==> src/rtl/pulse_train_generator_if.sv <==
// Command and status bundle for pulse_train_generator.
// The optional abort line exists only when PULSE_TRAIN_ABORT_EN is defined.
interface pulse_train_generator_if #(
  parameter int CNT_W = 8,
  parameter int NUM_W = 8
);
  logic             start;
  logic [CNT_W-1:0] high_cycles;
  logic [CNT_W-1:0] low_cycles;
  logic [NUM_W-1:0] num_pulses;
  logic             pulse_out;
  logic             busy;
  logic             done;
  logic [NUM_W-1:0] pulses_sent;
`ifdef PULSE_TRAIN_ABORT_EN
  logic             abort;

  modport master (
    output start, high_cycles, low_cycles, num_pulses, abort,
    input  pulse_out, busy, done, pulses_sent
  );
  modport slave (
    input  start, high_cycles, low_cycles, num_pulses, abort,
    output pulse_out, busy, done, pulses_sent
  );
`else
  modport master (
    output start, high_cycles, low_cycles, num_pulses,
    input  pulse_out, busy, done, pulses_sent
  );
  modport slave (
    input  start, high_cycles, low_cycles, num_pulses,
    output pulse_out, busy, done, pulses_sent
  );
`endif
endinterface

==> src/rtl/pulse_train_generator.sv <==
// Emits N pulses of H high / L low cycles after a start strobe, then a one-cycle done.
// Define PULSE_TRAIN_ABORT_EN to add an abort input that cancels a running train.
module pulse_train_generator #(
  parameter int CNT_W = 8,
  parameter int NUM_W = 8
) (
  input  logic                    clk,
  input  logic                    reset,
  pulse_train_generator_if.slave  bus
);

  typedef enum logic [1:0] {IDLE, HIGH, LOW} state_t;

  state_t           state_q, state_d;
  logic [CNT_W-1:0] phaseCnt_q, phaseCnt_d;
  logic [CNT_W-1:0] highLen_q, highLen_d;
  logic [CNT_W-1:0] lowLen_q, lowLen_d;
  logic [NUM_W-1:0] numPulses_q, numPulses_d;
  logic [NUM_W-1:0] pulsesSent_q, pulsesSent_d;
  logic             done_q, done_d;

  // Phase counters count down to zero; a zero length behaves as one cycle.
  function automatic logic [CNT_W-1:0] phaseLoad(input logic [CNT_W-1:0] len);
    return (len == '0) ? '0 : len - 1'b1;
  endfunction

  always_comb begin
    state_d      = state_q;
    phaseCnt_d   = phaseCnt_q;
    highLen_d    = highLen_q;
    lowLen_d     = lowLen_q;
    numPulses_d  = numPulses_q;
    pulsesSent_d = pulsesSent_q;
    done_d       = 1'b0;

    case (state_q)
      IDLE: begin
        if (bus.start) begin
          highLen_d    = bus.high_cycles;
          lowLen_d     = bus.low_cycles;
          numPulses_d  = bus.num_pulses;
          pulsesSent_d = '0;
          if (bus.num_pulses != '0) begin
            state_d    = HIGH;
            phaseCnt_d = phaseLoad(bus.high_cycles);
          end else begin
            done_d = 1'b1;
          end
        end
      end
      HIGH: begin
        if (phaseCnt_q == '0) begin
          pulsesSent_d = pulsesSent_q + 1'b1;
          if (pulsesSent_d == numPulses_q) begin
            state_d = IDLE;
            done_d  = 1'b1;
          end else begin
            state_d    = LOW;
            phaseCnt_d = phaseLoad(lowLen_q);
          end
        end else begin
          phaseCnt_d = phaseCnt_q - 1'b1;
        end
      end
      LOW: begin
        if (phaseCnt_q == '0) begin
          state_d    = HIGH;
          phaseCnt_d = phaseLoad(highLen_q);
        end else begin
          phaseCnt_d = phaseCnt_q - 1'b1;
        end
      end
      default: state_d = IDLE;
    endcase

`ifdef PULSE_TRAIN_ABORT_EN
    // Abort cancels silently and keeps the count of pulses already finished.
    if (bus.abort && state_q != IDLE) begin
      state_d      = IDLE;
      done_d       = 1'b0;
      pulsesSent_d = pulsesSent_q;
    end
`endif
  end

  always_ff @(posedge clk) begin
    if (reset) begin
      state_q      <= IDLE;
      phaseCnt_q   <= '0;
      highLen_q    <= '0;
      lowLen_q     <= '0;
      numPulses_q  <= '0;
      pulsesSent_q <= '0;
      done_q       <= 1'b0;
    end else begin
      state_q      <= state_d;
      phaseCnt_q   <= phaseCnt_d;
      highLen_q    <= highLen_d;
      lowLen_q     <= lowLen_d;
      numPulses_q  <= numPulses_d;
      pulsesSent_q <= pulsesSent_d;
      done_q       <= done_d;
    end
  end

  assign bus.pulse_out   = (state_q == HIGH);
  assign bus.busy        = (state_q != IDLE);
  assign bus.done        = done_q;
  assign bus.pulses_sent = pulsesSent_q;

endmodule

==> src/flat_wrapper.sv <==
// flat-port wrapper written by rule: the top's interface ports become plain ports
module pulse_train_generator_flat 
#(
  parameter int CNT_W = 8,
  parameter int NUM_W = 8
)
  (clk, reset, bus_start, bus_high_cycles, bus_low_cycles, bus_num_pulses, bus_pulse_out, bus_busy, bus_done, bus_pulses_sent);
  pulse_train_generator_if #(.CNT_W(CNT_W), .NUM_W(NUM_W)) bus_i ();
  input  logic clk;
  input  logic reset;
  input wire logic [$bits(bus_i.start)-1:0] bus_start;
  input wire logic [$bits(bus_i.high_cycles)-1:0] bus_high_cycles;
  input wire logic [$bits(bus_i.low_cycles)-1:0] bus_low_cycles;
  input wire logic [$bits(bus_i.num_pulses)-1:0] bus_num_pulses;
  output wire logic [$bits(bus_i.pulse_out)-1:0] bus_pulse_out;
  output wire logic [$bits(bus_i.busy)-1:0] bus_busy;
  output wire logic [$bits(bus_i.done)-1:0] bus_done;
  output wire logic [$bits(bus_i.pulses_sent)-1:0] bus_pulses_sent;
  assign bus_i.start = bus_start;
  assign bus_i.high_cycles = bus_high_cycles;
  assign bus_i.low_cycles = bus_low_cycles;
  assign bus_i.num_pulses = bus_num_pulses;
  assign bus_pulse_out = bus_i.pulse_out;
  assign bus_busy = bus_i.busy;
  assign bus_done = bus_i.done;
  assign bus_pulses_sent = bus_i.pulses_sent;
  pulse_train_generator #(.CNT_W(CNT_W), .NUM_W(NUM_W)) u_core (.clk(clk), .reset(reset), .bus(bus_i));
endmodule
==> config.mk <==
export PLATFORM = sky130hd
export DESIGN_NAME = pulse_train_generator_flat
export DESIGN_NICKNAME = d
export VERILOG_FILES = /design/src/rtl/pulse_train_generator_if.sv /design/src/rtl/pulse_train_generator.sv /design/src/flat_wrapper.sv
export SDC_FILE = /design/constraint.sdc
export NUM_CORES = 1
export LEC_CHECK = 0
export ABC_AREA = 1
export CAP_MARGIN = 20
export CELL_PAD_IN_SITES_DETAIL_PLACEMENT = 1
export CELL_PAD_IN_SITES_GLOBAL_PLACEMENT = 1
export CORE_AREA = 2 2 86 88
export CTS_CLUSTER_SIZE = 25
export DETAILED_ROUTE_END_ITERATION = 8
export DIE_AREA = 0 0 88 90
export GPL_TIMING_DRIVEN = 0
export PLACE_DENSITY = 0.8
export RECOVER_POWER = 25
export SLEW_MARGIN = 20
export SYNTH_ARGS = -nofsm -noshare
export SYNTH_HDL_FRONTEND = slang
export SYNTH_SLANG_ARGS = --single-unit
==> constraint.sdc <==
create_clock -name clk -period 5.1 [get_ports clk]
set_input_delay 1.02 -clock clk [delete_from_list [all_inputs] [get_ports clk]]
set_output_delay 1.02 -clock clk [all_outputs]
set_load 0.02 [all_outputs]
Yosys cells after proc, flatten, opt, wreduce, memory -nomap -nowiden
Cells that the tools add are included.

Output and inout bits: 11. Bits of input ports: 27. Bits in registers: 43. Logic and storage cells: 56.

Multiplexer cells: 23. Eq/ne operators: 8. Reductions and logical operators: 13. Add/subtract/negate cells: 5.

Operator list (number): $mux 8 (10); $logic_not 8->1 (4); $sub 8x1->8 const B (4); $pmux 8 s3 (1); $pmux 8 s2 (1); $mux 2 (5); $add 8x1->8 const B (1); $eq 8x8->1 (1); $reduce_and 4->1 (2); $reduce_bool 8->1 (1); $ne 2x1->1 const B (3); $pmux 2 s3 (1); $mux 1 (4); $reduce_bool 2->1 (2); $ne 3x3->1 const B (1); $reduce_and 3->1 (1); $reduce_bool 3->1 (1); $eq 2x1->1 const B (1); $eq 2x2->1 const B (1); $logic_not 2->1 (1); $ne 2x2->1 const B (1); $pmux 1 s2 (1); $reduce_and 2->1 (1).

Longest topological paths before layout
Gate-level depths: netlist (run 1).

Depth in word-level cells: 5. Mapped depth: 14. Depth with buffers taken out: 14.

Least setup slack after synthesis (run 1)
No wires, ideal clock.

Kind: input to register. From: input bus_high_cycles[0]. To: register u_core.phaseCnt_q[3]. Library setup time: 115 ps. Path slack: 2840 ps. Buffers on the path: 0. Arrival time: 2145 ps. Data required time: 4985 ps. Stages on the path: 12. Cells stage by stage: inv_1 -> ha_1 -> nand2_1 -> nor2_1 -> nand3b_1 -> nand2_1 -> inv_1 -> nand2_1 -> a21boi_0 -> nand3_1 -> nand2_1 -> nor2_1.

Cells in the longest elaborated chain, start to end: 5. Elaborated cells between the ends (all ways): 6. Those cells by class: 1 x add/sub; 4 x mux; 1 x reduce/logical.

Ends and longest elaborated chain: start, declared (line flat_wrapper.sv:12) `input wire logic [$bits(bus_i.high_cycles)-1:0] bus_high_cycles;`; $sub 8x1->8 / $logic_not 8->1 (equally long branches) (line pulse_train_generator.sv:24) `return (len == '0) ? '0 : len - 1'b1;`; $mux 8 (*) (line pulse_train_generator.sv:24); $mux 8 (*) (line pulse_train_generator.sv:43) `if (bus.num_pulses != '0) begin`; $mux 8 (*) (line pulse_train_generator.sv:38) `if (bus.start) begin`; $pmux 8 s3 (*) (line pulse_train_generator.sv:36) `case (state_q)`; end signal, assigned (line pulse_train_generator.sv:97) `phaseCnt_q <= phaseCnt_d;`; end, declared (line pulse_train_generator.sv:15) `logic [CNT_W-1:0] phaseCnt_q, phaseCnt_d;`.

Every way passes the cells marked *; elsewhere a longest branch is shown, timed or not. The select of a mux whose other input is x is not followed. A chain may end at the register's enable or synchronous reset.

Worst setup path after layout (run 1)
From: register u_core.state_q[0]. To: output bus_busy.

Cells in the longest elaborated chain, start to end: 1.

Ends and longest elaborated chain: start, declared (line pulse_train_generator.sv:14) `state_t state_q, state_d;`; start signal, assigned (line pulse_train_generator.sv:96) `state_q <= state_d;`; $reduce_bool 2->1 (line pulse_train_generator.sv:107) `assign bus.busy = (state_q != IDLE);`; end, declared (line flat_wrapper.sv:16) `output wire logic [$bits(bus_i.busy)-1:0] bus_busy;`.

No other way between the ends.

==> flow_summary.json, run 1 <==
{
  "dp.cells": 587,
  "core_mm2": 0.00702,
  "postSynthCellCount": 452,
  "r2r_end": "u_core.bus.pulses_sent[2]",
  "hp-start": "u_core.numPulses_q[2]",
  "h-tree-depth": 2,
  "ys_warn_count": 0,
  "worstMarginPinSlew_ns": 0.832,
  "clk_pin_slew_ns": 0.08,
  "grt_max_degree": 13,
  "grt_pass1_wl_um": 14300,
  "holdBufCountCts": 0,
  "crit_arrival_ns": 1.78,
  "status": "completed",
  "layout_common_cells": "nand2_1, inv_1, nand3_1",
  "vias": 3007,
  "critPathSlowestCell": "clkdlybuf4s50_1",
  "hold-path-endpoint": "u_core.numPulses_q[2]",
  "setup_viol": 0,
  "grt_overflow": 0,
  "r2r_slack_ns": 2.72,
  "rows": 31,
  "synth_area_per_cell_um2": 6.35,
  "min_period_ns": 2.80,
  "cts_buffers": 5,
  "endpoint_kind": "output pin",
  "skew_ns": 0.00437,
  "startpoint_type": "register",
  "track_usage": 0.227,
  "post-dp-hpwl_um": 6850,
  "cts_setup_buffers": 0,
  "clock-sinks": 43,
  "hold_depth": 2,
  "tns_ns": 0,
  "dpl_cell_area_mm2": 0.00335,
  "max_stage_delay_ns": 0.62,
  "critPathMostFrequentCell": "inv_1",
  "total_power_uw": 1330,
  "die_w_um": 88,
  "worstSkewPairLatency_ns": 0.29,
  "worstPathCellList": "inv_1, ha_1, inv_1, clkdlybuf4s50_1",
  "die_h_um": 90,
  "dr.pass1.iters": 6,
  "clock.fmax_mhz": 357,
  "wl_per_cell_um": 14.2,
  "final_cells": 595,
  "r2r_cells": 8,
  "synth_area_mm2": 0.00287,
  "drt_wl_total_um": 8470,
  "maxCapViolCount": 0,
  "syn2layout_area_growth_pct": 19.8,
  "critical_path_buf_inv_count": 3,
  "cp_max_fo": 5,
  "required_ns": 4.08,
  "vias_per_cell": 5.05,
  "power_density_mw_per_mm2": 386,
  "peakVddDrop_mv": 0.204,
  "final_area_mm2": 0.00344,
  "antenna_found_initial": 0,
  "layout-drive-gt1-share": 0.0544,
  "dieArea_mm2": 0.00792,
  "port_buffers": 36,
  "slew_viol_final": 0,
  "cts_buffer_depth": 2,
  "drc": 0,
  "cts_resized": 0,
  "hold_class": "register to register",
  "seq_area_frac_synth": 0.300,
  "slew_headroom": 0.441,
  "syn-num-nets": 490,
  "r2r-start": "u_core.phaseCnt_q[0]",
  "fin_crit_sh": 0.549,
  "synth_seq_cells": 43,
  "hold_viol_final": 0,
  "grt_pass1_vias": 3007,
  "nNetsFinal": 533,
  "drtIter0Drc": 108,
  "n_antenna_cell": 0,
  "critPathTopFamily": "buffers and inverters",
  "p_leak_uw": 0.00149,
  "rsz0062_at_grt": "false",
  "drtAntennaViolNets": 0,
  "ys_types": 33,
  "clockRootBuffer": "clkbuf_8",
  "start_util": 0.409,
  "cts_tree": "built",
  "routabilityCongestion": 0.860,
  "ios": 38,
  "critPathKind": "register to output pin",
  "final_common_cell": "nand2_1"
}
==> power breakdown <==
group / internal (µW) / switching [µW] / leakage, µW / total (µW)
clock network: 124 / 118 / 0.0000515 / 242
logic: 220 / 426 / 0.00108 / 646
registers: 396 / 45.3 / 0.000355 / 441
==> worst max path at each step <==
stage | startpoint | endpoint | slack, ns | cells after the start
6_report | u_core.state_q[0] | bus_busy | 2.30 | 4
5_1_grt | bus_high_cycles[0] | u_core.phaseCnt_q[3] | 2.14 | 13
4_1_cts | u_core.state_q[1] | bus_busy | 2.29 | 4
3_5_place_dp | bus_high_cycles[0] | u_core.phaseCnt_q[3] | 2.07 | 13
3_3_place_gp | bus_high_cycles[0] | u_core.phaseCnt_q[3] | 2.12 | 13
2_1_floorplan | bus_high_cycles[0] | u_core.phaseCnt_q[3] | 2.84 | 12
==> metal layers <==
layer | GRT usage | routed length, µm | up-vias
li1 | - | - | 1554
met1 | 0.318 | 4140 | 1405
met2 | 0.360 | 4020 | 35
met3 | 0.0285 | 132 | 13
met4 | 0.0705 | 175 | 0
met5 | 0 | 0 | -
==> synthesized netlist by cell type <==
cell | n | share of area
a211oi_1 | 1 | 0.0026
a21boi_0 | 1 | 0.0026
a21o_1 | 1 | 0.0026
a21oi_1 | 50 | 0.087
and2_1 | 1 | 0.0022
buf_2 | 2 | 0.0035
buf_4 | 1 | 0.0026
buf_6 | 1 | 0.0039
clkbuf_1 | 7 | 0.0092
dfxtp_1 | 43 | 0.30
ha_1 | 11 | 0.048
inv_1 | 59 | 0.077
nand2_1 | 96 | 0.13
nand2_2 | 2 | 0.0044
nand2_4 | 1 | 0.0039
nand3_1 | 54 | 0.094
nand3_2 | 4 | 0.014
nand3b_1 | 1 | 0.0026
nand4_1 | 4 | 0.0087
nand4_4 | 1 | 0.0074
nor2_1 | 52 | 0.068
nor2_2 | 3 | 0.0065
nor2_4 | 3 | 0.012
nor3_1 | 3 | 0.0052
nor3b_1 | 1 | 0.0026
nor4_1 | 2 | 0.0044
o211ai_1 | 1 | 0.0026
o21ai_0 | 31 | 0.054
o21ai_1 | 1 | 0.0017
o21ai_2 | 1 | 0.0031
or2_2 | 2 | 0.0044
xnor2_1 | 3 | 0.0092
xor2_1 | 8 | 0.024
==> metrics by stage <==
step	util	hold slack (ns)	setup slack, ns
2_1_floorplan	-	0.444	2.84
3_3_place_gp	0.478	0.464	2.12
3_5_place_dp	0.478	0.481	2.07
4_1_cts	0.492	0.493	2.29
5_1_grt	0.490	0.523	2.14
6_report	0.490	0.496	2.30
==> flip-flops by register name, indices dropped and copies added (netlist names) <==
| signal | cells |
|---|---|
| u_core.bus.pulses_sent | 8 |
| u_core.highLen_q | 8 |
| u_core.lowLen_q | 8 |
| u_core.numPulses_q | 8 |
| u_core.phaseCnt_q | 8 |
| u_core.state_q | 2 |
| u_core.bus.done | 1 |
==> kinds of logic after synthesis <==
family / share of synthesized area
buffers and inverters: 0.0963
AO/OA/AOI/OAI: 0.156
adder cells (fa/ha/maj): 0.0480
flip-flops: 0.300
XOR/XNOR: 0.0336
AND/OR/NAND/NOR: 0.366
==> layout make-up <==
type,count,area [µm²]
Timing Repair Buffer,36,360
Inverter,59,221
Sequential cell,43,861
Multi-Input combinational cell,339,1720
Clock buffer,8,100
Fill cell,932,3580
Tap cell,99,124
Buffer,11,55.1
==> worst register-to-register path: stages, from the launching register on <==
cell     delay, ns
dfxtp_1       0.33
inv_1         0.11
ha_1          0.20
nand3_1       0.14
nor2_1        0.28
inv_1         0.18
nor3_1        0.67
nand3_1       0.18
a21oi_1       0.21
(Power assumes the default switching activity.)
==> inputs of run 2 (changes only) <==
--- a/config.mk
+++ b/config.mk
@@ -9,12 +9,12 @@
 export CAP_MARGIN = 20
 export CELL_PAD_IN_SITES_DETAIL_PLACEMENT = 1
 export CELL_PAD_IN_SITES_GLOBAL_PLACEMENT = 1
-export CORE_AREA = 2 2 86 88
+export CORE_AREA = 2 2 94 96
 export CTS_CLUSTER_SIZE = 25
 export DETAILED_ROUTE_END_ITERATION = 8
-export DIE_AREA = 0 0 88 90
+export DIE_AREA = 0 0 96 98
 export GPL_TIMING_DRIVEN = 0
-export PLACE_DENSITY = 0.8
+export PLACE_DENSITY = 0.71
 export RECOVER_POWER = 25
 export SLEW_MARGIN = 20
 export SYNTH_ARGS = -nofsm -noshare
==> constraint.sdc (replaced) <==
create_clock -name clk -period 2.33 [get_ports clk]
set_input_delay 0.466 -clock clk [delete_from_list [all_inputs] [get_ports clk]]
set_output_delay 0.466 -clock clk [all_outputs]
set_load 0.02 [all_outputs]
==> run 2 against run 1 <==
  * Worst setup slack worse by 2.1 ns
  * Sequential share of layout area fell by 0.17 points
  * Largest cell class unchanged
  * Sequential power is 120% higher
  * Core utilization fell by 8.0 points
  * Critical endpoint is now bus_pulse_out
  * Cell count is 1.3% higher
  * Critical path type unchanged
==> flow_summary.json, run 2 (synthesis results as in run 1) <==
{
  "combPwrFrac": 0.497,
  "grt_overflow": 0,
  "netSwitchingPower_uw": 1330,
  "setup_viol": 0,
  "h-tree-depth": 2,
  "dr.pass1.iters": 4,
  "skew_ns": 0.0147,
  "start_util": 0.339,
  "endpoint_kind": "output pin",
  "crit_arrival_ns": 1.68,
  "hold_class": "register to register",
  "rows": 34,
  "cts_setup_buffers": 0,
  "final_cells": 603,
  "holdBufCountCts": 0,
  "track_usage": 0.195,
  "post-dp-hpwl_um": 6920,
  "layout_common_cells": "nand2_1, inv_1, nand3_1",
  "cts_buffer_depth": 2,
  "clock-sinks": 43,
  "slew_headroom": 0.540,
  "clockRootBuffer": "clkbuf_8",
  "drtIter0Drc": 70,
  "r2r_slack_ns": 0.24,
  "hold_viol_final": 0,
  "critPathKind": "register to output pin",
  "worstSkewPairLatency_ns": 0.31,
  "hold-path-endpoint": "u_core.numPulses_q[3]",
  "utilization": 0.410,
  "cp_max_fo": 6,
  "cts_tree": "built",
  "seqPwrFrac": 0.336,
  "drtAntennaViolNets": 0,
  "drc": 0,
  "die_h_um": 98,
  "slew_viol_final": 0,
  "status": "completed",
  "syn2layout_area_growth_pct": 20.8,
  "required_ns": 1.86,
  "min_period_ns": 2.14,
  "startpoint_type": "register",
  "vias": 3010,
  "peakVddDrop_mv": 0.313,
  "wl_met1_um": 4160,
  "core_mm2": 0.00847,
  "grt_max_degree": 14,
  "worstMarginPinSlew_ns": 0.686,
  "wl_met3_um": 217,
  "port_buffers": 36,
  "top_layer": "met4",
  "tns_ns": 0,
  "vias_per_cell": 4.99,
  "p_clk_frac": 0.167,
  "r2r-start": "u_core.phaseCnt_q[0]",
  "fin_crit_sh": 0.920,
  "drt_wl_total_um": 8580,
  "power_density_mw_per_mm2": 833,
  "wl_per_cell_um": 14.2,
  "clk_pin_slew_ns": 0.09,
  "fillers": 1128,
  "r2r_cells": 10,
  "routabilityCongestion": 0.841,
  "swShare": 0.460,
  "p_leak_uw": 0.00150,
  "cts_buffers": 5,
  "antenna_found_initial": 0,
  "layout-drive-gt1-share": 0.0687,
  "clock.fmax_mhz": 467,
  "grt_pass1_wl_um": 14600,
  "grt_pass1_vias": 3085,
  "nNetsFinal": 533,
  "hp-start": "u_core.numPulses_q[3]",
  "n_antenna_cell": 0,
  "rsz0062_at_grt": "false",
  "total_power_uw": 2890,
  "p_int_uw": 1560,
  "die_w_um": 96,
  "hold_depth": 2,
  "dr_wl_met2_um": 4140,
  "final_common_cell": "nand2_1",
  "dieArea_mm2": 0.00941,
  "r2r_end": "u_core.phaseCnt_q[3]",
  "critPathLaunch": "u_core.state_q[1]",
  "dp.cells": 596,
  "ios": 38,
  "maxCapViolCount": 0
}
## run 2: routing by layer
layer	track usage	vias to the layer above
met5	0	-
met4	0.0396	0
met3	0.0293	6
met2	0.333	29
met1	0.258	1417
li1	-	1558
## run 2: repair_timing
action | CTS | global route
cloned | 0 | 0
setup endpoints to repair | 1 | 12
resized for setup | 1 | 7
## run 2: final cells by class
| cell class | instances | area (µm²) | area share |
|---|---|---|---|
| well taps | 108 | 135 | 0.0390 |
| multi-input cells | 339 | 1750 | 0.504 |
| inverters | 59 | 221 | 0.0639 |
| clock buffers | 5 | 68.8 | 0.0198 |
| repair buffers | 36 | 363 | 0.105 |
| plain buffers | 11 | 55.1 | 0.0159 |
| clock inverters | 2 | 13.8 | 0.00397 |
| flip-flops and latches | 43 | 862 | 0.249 |
## run 2: worst max-delay path by stage
| stage | end | slack [ns] |
|---|---|---|
| after floorplan | u_core.phaseCnt_q[1] | 0.39 |
| after global placement | u_core.phaseCnt_q[3] | -0.12 |
| after detailed placement | u_core.phaseCnt_q[3] | -0.18 |
| after CTS | bus_busy | 0.04 |
| after global routing | u_core.phaseCnt_q[2] | 0.001 |
| final | bus_pulse_out | 0.19 |
## run 2: critical path, cell delays in order (launching register included)
cell and delay (ns):
dfxtp_1 0.36, inv_1 0.09, ha_1 0.26, clkdlybuf4s50_1 0.66
## run 2: stage by stage
step / worst slack (ns) / instance area, µm² / hold slack (ns)
3_5_place_dp: -0.175 / 3370 / 0.476
4_1_cts: 0.0449 / 3450 / 0.490
3_3_place_gp: -0.122 / 3370 / 0.459
5_1_grt: 0.00150 / 3470 / 0.533
2_1_floorplan: 0.393 / 2870 / 0.444
6_report: 0.187 / 3470 / 0.486
## run 2: power by group through the flow
stage	sequential [µW]	clock [µW]	combinational, µW
final	971	482	1440
after global routing	989	524	1650
after CTS	970	494	1430
after detailed placement	986	0	1420
after global placement	979	0	1390
after floorplan	965	0	993
